`src/rtl/sm_channel_llr_loader.sv`:
```
// Channel LLR loader: converts two's-complement LLRs to sign-magnitude and
// buffers one frame for address-based reads by the SC decoder.
module sm_channel_llr_loader #(
    parameter int Q     = 8,
    parameter int N     = 16,
    parameter int LOG2N = 4
) (
    input  logic             CLK,
    input  logic             RST_N,
    input  logic [Q-1:0]     IN_LLR,
    input  logic             IN_VALID,
    output logic             IN_READY,
    output logic             FRAME_READY,
    input  logic [LOG2N-1:0] RD_ADDR,
    input  logic             RD_EN,
    output logic [Q-2:0]     RD_VAL,
    output logic             RD_SIGN,
    output logic             RD_VALID,
    input  logic             FRAME_DONE,
    output logic [7:0]       OVF_CNT
);

    typedef enum logic {
        LOAD = 1'b0,
        HOLD = 1'b1
    } state_t;

    localparam logic signed [Q-1:0] LLR_MIN  = {1'b1, {(Q-1){1'b0}}};
    localparam logic [LOG2N-1:0]    PTR_LAST = LOG2N'(N - 1);

    // Returns {saturated, sign, magnitude}; zero is always stored as +0.
    function automatic logic [Q:0] to_sign_mag(input logic signed [Q-1:0] x);
        logic signed [Q-1:0] neg;
        logic [Q-2:0]        mag;
        logic                sat;
        neg = -x;
        sat = (x == LLR_MIN);
        if (!x[Q-1])
            mag = x[Q-2:0];
        else if (sat)
            mag = '1;
        else
            mag = neg[Q-2:0];
        return {sat, x[Q-1], mag};
    endfunction

    state_t           state;
    logic [LOG2N-1:0] wr_ptr;
    logic [Q-1:0]     mem [N];
    logic [Q:0]       conv_p0;
    logic             wr_en_p0;
    logic             rd_en_p0;

    assign conv_p0  = to_sign_mag(IN_LLR);
    assign wr_en_p0 = (state == LOAD) && IN_VALID && IN_READY;
    assign rd_en_p0 = (state == HOLD) && RD_EN;

    // Control FSM: write pointer, handshake flags and overflow count.
    always_ff @(posedge CLK or negedge RST_N) begin
        if (!RST_N) begin
            state       <= LOAD;
            wr_ptr      <= '0;
            IN_READY    <= 1'b0;
            FRAME_READY <= 1'b0;
            OVF_CNT     <= '0;
        end else begin
            case (state)
                LOAD: begin
                    IN_READY    <= 1'b1;
                    FRAME_READY <= 1'b0;
                    if (wr_en_p0) begin
                        wr_ptr <= wr_ptr + 1'b1;
                        if (wr_ptr == '0)
                            OVF_CNT <= conv_p0[Q] ? 8'd1 : 8'd0;
                        else if (conv_p0[Q] && (OVF_CNT != 8'hFF))
                            OVF_CNT <= OVF_CNT + 8'd1;
                        if (wr_ptr == PTR_LAST) begin
                            state       <= HOLD;
                            IN_READY    <= 1'b0;
                            FRAME_READY <= 1'b1;
                        end
                    end
                end
                HOLD: begin
                    IN_READY    <= 1'b0;
                    FRAME_READY <= 1'b1;
                    if (FRAME_DONE) begin
                        state       <= LOAD;
                        IN_READY    <= 1'b1;
                        FRAME_READY <= 1'b0;
                    end
                end
                default: begin
                    state    <= LOAD;
                    IN_READY <= 1'b0;
                end
            endcase
        end
    end

    // Frame buffer: written only in LOAD, so it never collides with a read.
    always_ff @(posedge CLK) begin
        if (wr_en_p0)
            mem[wr_ptr] <= conv_p0[Q-1:0];
    end

    // Read stage: one cycle from RD_EN to RD_VALID.
    always_ff @(posedge CLK or negedge RST_N) begin
        if (!RST_N) begin
            RD_VAL   <= '0;
            RD_SIGN  <= 1'b0;
            RD_VALID <= 1'b0;
        end else begin
            RD_VALID <= rd_en_p0;
            if (rd_en_p0) begin
                RD_SIGN <= mem[RD_ADDR][Q-2+1];
                RD_VAL  <= mem[RD_ADDR][Q-2:0];
            end
        end
    end

endmodule

```
`config.mk`:
```
export PLATFORM = sky130hd
export DESIGN_NAME = sm_channel_llr_loader
export DESIGN_NICKNAME = d
export VERILOG_FILES = /design/src/rtl/sm_channel_llr_loader.sv
export SDC_FILE = /design/constraint.sdc
export NUM_CORES = 1
export LEC_CHECK = 0
export ABC_AREA = 1
export BUFFER_PORTS_ARGS = -buffer_cell sky130_fd_sc_hd__buf_2
export CAP_MARGIN = 20
export CORE_ASPECT_RATIO = 1.4
export CORE_UTILIZATION = 50
export CTS_BUF_LIST = sky130_fd_sc_hd__clkbuf_4
export DETAILED_ROUTE_END_ITERATION = 16
export GPL_TIMING_DRIVEN = 0
export HOLD_SLACK_MARGIN = 0.06
export MAX_ROUTING_LAYER = met4
export PLACE_DENSITY = 0.7
export SYNTH_ARGS = -nofsm -noshare
export SYNTH_HDL_FRONTEND = slang
export SYNTH_SLANG_ARGS = --single-unit
```
`constraint.sdc`:
```
create_clock -name CLK -period 1.85 [get_ports CLK]
set_input_delay 0.185 -clock CLK [delete_from_list [all_inputs] [get_ports CLK]]
set_output_delay 0.185 -clock CLK [all_outputs]
set_load 0.03 [all_outputs]
```
-- Yosys cells after proc, flatten, opt, wreduce, memory -nomap -nowiden
Memory sizes are Yosys's and may differ from the RTL's. A register that Yosys moved wholly into a read port is not among the register bits.
Cells that the tools add are included.
W data, S select, Z words.
- bits in registers: 15
- bits in writable memories: 128
- bits of input ports: 17
- output and inout bits: 19
- word-level logic and storage cells: 37
- memories kept: 1
- memory list (name ; words ; width ; read ports ; clocked after memory_dff ; write ports ; line ; RTL):
    mem ; 16 ; 8 ; 1 ; 1 ; 1 ; 49 ; logic [Q-1:0] mem [N];
- add/subtract/negate cells: 3
- equal/unequal tests: 3
- muxes and demuxes: 15
- bitwise gates (word level): 1
- reduce and logical (&&, ||, !) cells: 9
- operators by type and width (cell ; number):
    $mux W8 ; 2
    $mux W7 ; 2
    $mux W1 ; 9
    $add A8 B1 Y8 const B ; 1
    $eq A8 B8 Y1 const B ; 1
    $ne A8 B8 Y1 const B ; 1
    $neg A7 Y7 ; 1
    $add A4 B1 Y4 const B ; 1
    $eq A4 B4 Y1 const B ; 1
    $logic_and A1 B1 Y1 ; 4
    $logic_not A4 Y1 ; 1
    $pmux W1 S2 ; 2
    $reduce_and A3 Y1 ; 1
    $reduce_and A2 Y1 ; 1
    $reduce_bool A2 Y1 ; 1
    $logic_not A1 Y1 ; 1
    $not A1 Y1 ; 1

-- Depth between registers and ports, before layout
Gate-level depths: netlist of run 1.
- word-level depth: 5
- gate-level depth with buffers: 10
- gate-level depth less buffers: 9

-- Worst setup path before layout of run 1
Ideal clock, no wire load.
- path type: reg2reg
- start: register wr_ptr[0]
- end: register OVF_CNT[1]
- setup time: 0.124 ns
- arrival time: 1.640 ns
- data required time: 1.726 ns
- slack: 0.086 ns
- cell stages (with the launch flop): 8
- path buffers: 0
- clock period less this slack: 1.764 ns
- cell sequence: dfrtp_1 inv_1 ha_1 nand3_1 nor2_1 bufinv_8 nand3_1 o21ai_1
- longest elaborated chain between the ends: 3
- elaborated cells on any way between the ends: 4
- classes of those cells: 1 x mux; 3 x reduce/logical
- ends and longest elaborated chain (element ; line ; RTL):
    start, declared ; 48 ; logic [LOG2N-1:0] wr_ptr;
    start signal, assigned ; 72 ; wr_ptr <= wr_ptr + 1'b1;
    $logic_not A4 Y1 (*) ; 73 ; if (wr_ptr == '0)
    $reduce_bool A2 Y1 (no source line) ; - ;
    $reduce_and A3 Y1 (no source line) ; - ;
    end signal, assigned ; 74 ; OVF_CNT <= conv_p0[Q] ? 8'd1 : 8'd0;
    end signal, assigned ; 76 ; OVF_CNT <= OVF_CNT + 8'd1;
    end, declared ; 20 ; output logic [7:0] OVF_CNT
Mark *: on every way between the ends. The rest lies on a longest branch, timed or not.
A chain may end at the register's enable or synchronous reset.

-- Worst setup path after layout of run 1
- start: register state
- end: memory mem[5][5] (enable)
- longest elaborated chain between the ends: 5
- ends and longest elaborated chain (element ; line ; RTL):
    start, declared ; 47 ; state_t state;
    start signal, assigned ; 61 ; state <= LOAD;
    start signal, assigned ; 78 ; state <= HOLD;
    start signal, assigned ; 88 ; state <= LOAD;
    $not A1 Y1 ; - ;
    $logic_and A1 B1 Y1 (2 in a row) ; 55 ; assign wr_en_p0 = (state == LOAD) && IN_VALID && IN_READY;
    $mux W1 ; 103 ; if (wr_en_p0)
    $mux W1 (implied by the code) ; 104 ; mem[wr_ptr] <= conv_p0[Q-1:0];
    end, declared ; 49 ;
No other way between the ends.

==> results.sh, run 1 <==
export IMPL_clock_sinks=151
export IMPL_synth_cell_types=29
export IMPL_row_count=48
export IMPL_num_nets_final=691
export IMPL_grtUsageTotal_pct=25.1
export IMPL_yosys_area_top_type="edfxtp_1"
export IMPL_crit_slowest_cell="dfrtp_1"
export IMPL_final_max_slew_violation_count=0
export IMPL_async_flop_share_pct=15.2
export IMPL_rr_worst_depth=5
export IMPL_syn_to_final_growth_pct=12.1
export IMPL_path_max_fanout=8
export IMPL_cp_cell_sequence="inv_2 > nand3_2 > inv_2 > nand2_1 > nor2_2"
export IMPL_path_class="reg -> reg"
export IMPL_final_common_cell="nand2_1"
export IMPL_gp_congestion=0.943
export IMPL_vias=4610
export IMPL_min_period_ns=1.86
export IMPL_postSynthAreaPerCell_um2=10.7
export IMPL_htree_levels=4
export IMPL_synth_nets=632
export IMPL_die_area_um2=13500
export IMPL_ys_warn_count=0
export IMPL_dp_hpwl_mm=10.4
export IMPL_grt_pass1_wl_mm=23.5
export IMPL_final_cell_mix="233 x nand2_1, 128 x edfxtp_1, 114 x nand3_1, 44 x buf_2, 23 x dfrtp_1"
export IMPL_post_route_util_pct=58.3
export IMPL_drive_gt1_share_pct=16.9
export IMPL_finish_instance_area_um2=7280
export IMPL_worst_setup_path_end_kind="flip-flop"
export IMPL_die_w_um=98.3
export IMPL_timing_rr_end="mem[5][5]$_DFFE_PP_"
export IMPL_synth_area_top_cells="edfxtp_1 59%, nand2_1 14%, dfrtp_1 8.9%"
export IMPL_period_share_pct=101
export IMPL_rsz0062_at_grt="true"
export IMPL_cts_made_buffers=17
export IMPL_syn_area_um2=6500
export IMPL_fillers=1067
export IMPL_pwr_density_cell_nw_per_um2=1090
export IMPL_crit_path_max_incr_delay_ns=0.47
export IMPL_synth_top_cell_area_share_pct=59.2
export IMPL_drc=0
export IMPL_rr_startpoint="state$_DFF_PN0_"
export IMPL_violations="negative setup slack"
export IMPL_dpl_cell_area_um2=6850
export IMPL_ant_nets=0
export IMPL_synth_edff_count=128
export IMPL_clk_pin_slew_ns=0.12
export IMPL_fin_tns_setup_ns=-0.0989
export IMPL_hold_violations=0
export IMPL_ys_seq_area_share_pct=68.0
export IMPL_slew_headroom_pct=43.9
export IMPL_grt_max_degree=24
export IMPL_r2r_slack_ns=-0.01
export IMPL_setup_viol=8
export IMPL_tightestPinTransition_ns=0.839
export IMPL_peakVddDrop_mv=0.826
export IMPL_worstHoldPathCells=5
export IMPL_worstSetupStartpointType="flip-flop"
export IMPL_ys_ff_latch=151
export IMPL_fmax_ghz=0.536
export IMPL_cts_root_buf="clkbuf_4"
export IMPL_io_pins=36
export IMPL_hold_start="RD_ADDR[3]"
export IMPL_grt_pass1_vias=4437
export IMPL_start_util_pct=52.0
export IMPL_coreArea_um2=12500
export IMPL_postLayoutSetupSlackWorst_ns=-0.0148
export IMPL_dr_pass1_iters=5
export IMPL_finClkSkew_ns=0.0155
export IMPL_viasPerCell=5.54
export IMPL_grt_antenna_before_repair=1
export IMPL_clkLatencyLatePin_ns=0.56
export IMPL_drv_cap=0
export IMPL_wl_per_cell_um=18.4
export IMPL_drt_iter0_drc=323
export IMPL_hold_path_endpoint="RD_VAL[1]$_DFFE_PN0P_"
export IMPL_cp_data_required_time_ns=2.05
export IMPL_fin_worst_hold_slack_ns=0.101
export IMPL_syn_inst=609
export IMPL_port_buffers=32
export IMPL_overflow=0
export IMPL_status="finished with violations"
export IMPL_power_leakage_nw=2.97
export IMPL_cts_tree="yes"
export IMPL_clock_path_buffers=2
export IMPL_hold_class="in -> reg"
export IMPL_arrival_ns=2.07
export IMPL_drt_wl_total_mm=15.3
export IMPL_cp_common_cell="inv_2"
export IMPL_fp_dieH_um=137
export IMPL_synth_flop_cell="edfxtp_1"
[layout make-up]
cell class	instances	area, um2	area share (%)
Sequential cell	151	4420	60.7
Multi-Input combinational cell	408	1950	26.8
Timing Repair Buffer	40	230	3.16
Tap cell	150	188	2.58
Clock buffer	19	143	1.96
Clock inverter	13	131	1.80
Inverter	26	111	1.53
Buffer	24	105	1.44
Antenna cell	1	2.50	0.0344
[worst max-delay path: cells and delay by family, from the launching register on]
| family | cells | cell delay, ns |
|---|---|---|
| DFF | 1 | 0.47 |
| and+or+nand+nor | 3 | 0.76 |
| buffers and inverters | 2 | 0.28 |
[metal layers]
metal / track usage [%] / vias up / share of wire, % / wire length, um
met1: 27.1 / 2218 / 37 / 5680
met3: 4.29 / 49 / 4.1 / 629
li1: - / 2194 / - / -
met5: - / - / 0 / 0
met4: 14.3 / 0 / 4.3 / 664
met2: 43.9 / 149 / 54 / 8340
[cell usage after synthesis, types with 2 or more instances]
cell	count
nand2_1	235
edfxtp_1	128
nand3_1	114
nor2_1	24
dfrtp_1	23
inv_1	16
buf_2	12
clkbuf_1	10
inv_2	8
xor2_1	7
ha_1	6
o21ai_0	6
buf_1	2
nand3_2	2
nor3_1	2
[cells by family after synthesis]
| group | count (synthesis) | share of synthesized area (%) |
|---|---|---|
| flip-flops | 151 | 68.0 |
| XOR/XNOR | 7 | 0.944 |
| AND/OR/NAND/NOR | 387 | 25.9 |
| adder cells (fa/ha/maj) | 6 | 1.16 |
| AO/OA/AOI/OAI | 8 | 0.635 |
| buffers and inverters | 50 | 3.33 |
[worst max-delay path by stage]
| stage | start | endpoint | slack [ns] | cells past startpoint |
|---|---|---|---|---|
| final | state$_DFF_PN0_ | mem[5][5]$_DFFE_PP_ | -0.01 | 5 |
| after global routing | state$_DFF_PN0_ | mem[4][2]$_DFFE_PP_ | -0.13 | 5 |
| after CTS | state$_DFF_PN0_ | mem[2][0]$_DFFE_PP_ | -0.14 | 5 |
| after detailed placement | IN_LLR[7] | mem[11][5]$_DFFE_PP_ | -0.43 | 6 |
| after global placement | IN_LLR[7] | mem[3][1]$_DFFE_PP_ | -0.53 | 6 |
| after floorplan | wr_ptr[0]$_DFFE_PN0P_ | OVF_CNT[1]$_DFFE_PN0P_ | 0.09 | 7 |
[flip-flops by register name, indices dropped and copies added (netlist names)]
register	cells
mem	128
OVF_CNT	8
RD_VAL	7
wr_ptr	4
IN_READY	1
RD_SIGN	1
RD_VALID	1
state	1
[repair_timing]
item | CTS | global route
gates resized for setup | 14 | 13
pin swaps | 0 | 3
endpoints found under the setup margin | 136 | 136
setup buffers | 0 | 3
cloned | 0 | 0
hold endpoints to repair | 34 | 0
hold buffers | 4 | 0
[metrics by stage]
step	power [mW]	setup slack (ns)	cells
after global routing	8.28	-0.133	832
after floorplan	5.35	0.0862	609
after global placement	5.81	-0.525	791
after CTS	7.86	-0.139	828
final	7.92	-0.0148	832
after detailed placement	5.87	-0.431	792
[power breakdown]
part           internal (mW)  switching (mW)  total [mW]  leakage (nW)
Sequential              4.15           0.172        4.32          1.45
Combinational          0.414            1.21        1.62          1.38
Clock                  0.820            1.15        1.97         0.142
Total                   5.39            2.53        7.92          2.97
(Power assumes the default switching activity.)
==> inputs of run 2 (changes only) <==
- GPL_TIMING_DRIVEN: 0 -> default
- SKIP_LAST_GASP: default -> 1
==> run 2 against run 1 <==
Against the previous run:
- fmax rose by 9.2%
- combinational power barely moved
- critical path depth rose by 4
- the flow now finishes without violations
- clock power rose by 16%
- non-clock buffer count rose by 8
- count of clock-buffer cells in the layout rose by 2
- highest routed layer unchanged
- critical endpoint is now RD_VAL[2]$_DFFE_PN0P_
- total power rose by 3.9%
- via count rose by 0.76%
- hold slack improved by 0.034 ns
- largest cell class unchanged
- design area rose by 3.0%
- wire length fell by 3.2%
- cell count rose by 0.96%
==> results.sh, run 2 (synthesis gave the netlist of run 1 again) <==
export IMPL_vias=4645
export IMPL_clock_sinks=151
export IMPL_drv_cap=0
export IMPL_row_count=48
export IMPL_cp_num_buf_inv=1
export IMPL_drt_iter0_drc=362
export IMPL_rsz0062_at_grt="false"
export IMPL_final_common_cell="nand2_1"
export IMPL_tightestPinTransition_ns=0.514
export IMPL_wl_per_cell_um=17.6
export IMPL_grt_antenna_before_repair=1
export IMPL_r2r_slack_ns=0.14
export IMPL_crit_path_max_incr_delay_ns=0.55
export IMPL_period_share_pct=92.3
export IMPL_hold_class="in -> async"
export IMPL_post_route_util_pct=60.1
export IMPL_die_area_um2=13500
export IMPL_p_total_mw=8.23
export IMPL_rr_worst_depth=9
export IMPL_path_max_fanout=1
export IMPL_crit_slowest_cell="dlygate4sd3_1"
export IMPL_overflow=0
export IMPL_fin_worst_hold_slack_ns=0.135
export IMPL_drive_gt1_share_pct=16.8
export IMPL_clk_pin_slew_ns=0.13
export IMPL_postLayoutSetupSlackWorst_ns=0.142
export IMPL_cp_cell_sequence="nand2_1 > nand3_1 > nand3_1 > nand2_1 > nand2_1 > nand2_1 > nand2_1 > nand2_1 > dlygate4sd3_1"
export IMPL_grt_pass1_vias=4560
export IMPL_finClkSkew_ns=0.0142
export IMPL_clock_path_buffers=2
export IMPL_pwr_density_cell_nw_per_um2=1100
export IMPL_top_regs="mem: 128 flops, OVF_CNT: 8 flops, RD_VAL: 7 flops"
export IMPL_cts_tree="yes"
export IMPL_min_period_ns=1.71
export IMPL_grtUsageTotal_pct=24.2
export IMPL_coreArea_um2=12500
export IMPL_fillers=1033
export IMPL_final_cell_mix="234 x nand2_1, 128 x edfxtp_1, 114 x nand3_1, 35 x buf_2, 24 x nor2_1"
export IMPL_drc=0
export IMPL_cts_root_buf="clkbuf_4"
export IMPL_dr_pass1_iters=6
export IMPL_dpl_cell_area_um2=7090
export IMPL_rr_startpoint="mem[2][2]$_DFFE_PP_"
export IMPL_timing_rr_end="RD_VAL[2]$_DFFE_PN0P_"
export IMPL_start_util_pct=52.0
export IMPL_arrival_ns=2.14
export IMPL_stdcell_count=840
export IMPL_final_max_slew_violation_count=0
export IMPL_peakVddDrop_mv=0.749
export IMPL_cts_made_buffers=17
export IMPL_dp_hpwl_mm=10.1
export IMPL_gp_congestion=0.908
export IMPL_grt_pass1_wl_mm=22.9
export IMPL_grt_max_degree=44
export IMPL_path_class="reg -> reg"
export IMPL_fin_tns_setup_ns=0
export IMPL_fmax_ghz=0.585
export IMPL_slew_headroom_pct=65.7
export IMPL_cp_data_required_time_ns=2.28
export IMPL_worst_setup_path_end_kind="flip-flop"
export IMPL_clkLatencyLatePin_ns=0.54
export IMPL_regMostFlops="mem"
export IMPL_largest_reg_flops=128
export IMPL_status="finished clean"
export IMPL_setup_viol=0
export IMPL_fp_dieH_um=137
export IMPL_crit_cells=9
export IMPL_syn_to_final_growth_pct=15.5
export IMPL_power_leakage_nw=3.14
export IMPL_cp_top_family="simple AND/OR/NAND/NOR gates"
export IMPL_die_w_um=98.3
export IMPL_io_pins=36
export IMPL_port_buffers=35
export IMPL_worstSetupStartpointType="flip-flop"
export IMPL_cp_common_cell="nand2_1"
export IMPL_dp_slack_ns=0.238
export IMPL_viasPerCell=5.53
export IMPL_htree_levels=4
export IMPL_num_nets_final=699
export IMPL_dp_cells=800
export IMPL_hold_violations=0
export IMPL_ant_nets=0
export IMPL_drt_wl_total_mm=14.8
export IMPL_finish_instance_area_um2=7500
[run 2: layout make-up]
cell class	instances	area [um2]	area share, %
diodes	1	2.50	0.0334
clock buffers	21	158	2.10
clock inverters	11	173	2.30
inverters	26	115	1.53
multi-input cells	408	1860	24.8
flip-flops and latches	151	4420	58.9
well taps	150	188	2.50
repair buffers	72	583	7.77
[run 2: worst max-delay path by stage]
stage / from / endpoint
floorplan: wr_ptr[0]$_DFFE_PN0P_ / OVF_CNT[1]$_DFFE_PN0P_
global placement: wr_ptr[0]$_DFFE_PN0P_ / OVF_CNT[4]$_DFFE_PN0P_
detailed placement: wr_ptr[0]$_DFFE_PN0P_ / OVF_CNT[5]$_DFFE_PN0P_
CTS: state$_DFF_PN0_ / RD_VAL[2]$_DFFE_PN0P_
global route: wr_ptr[0]$_DFFE_PN0P_ / OVF_CNT[4]$_DFFE_PN0P_
finish: mem[2][2]$_DFFE_PP_ / RD_VAL[2]$_DFFE_PN0P_
[run 2: worst register-to-register path, cell delays in order, from the launching register on]
cell and delay [ns]:
edfxtp_1 0.41, nand2_1 0.09, nand3_1 0.11, nand3_1 0.12, nand2_1 0.11, nand2_1 0.08, nand2_1 0.05, nand2_1 0.05
nand2_1 0.04, dlygate4sd3_1 0.55
[run 2: per-layer routing]
| layer | share of wire, % | global-route usage [%] |
|---|---|---|
| met3 | 5.4 | 5.11 |
| met5 | 0 | - |
| met1 | 36 | 25.8 |
| met2 | 54 | 42.1 |
| met4 | 4.2 | 13.6 |
[run 2: what timing repair did]
| item | in CTS | in global routing |
|---|---|---|
| endpoints found under the setup margin | 0 | 1 |
| hold buffers | 7 | 0 |
| gates resized for setup | 0 | 2 |
| hold endpoints to repair | 40 | 0 |
| buffers inserted | 0 | 0 |
[run 2: report_power, final]
group          switching, mW  total (mW)  internal [mW]
Combinational           1.13        1.63          0.500
Clock                   1.14        2.28           1.14
Sequential             0.165        4.31           4.15
Total                   2.44        8.23           5.79
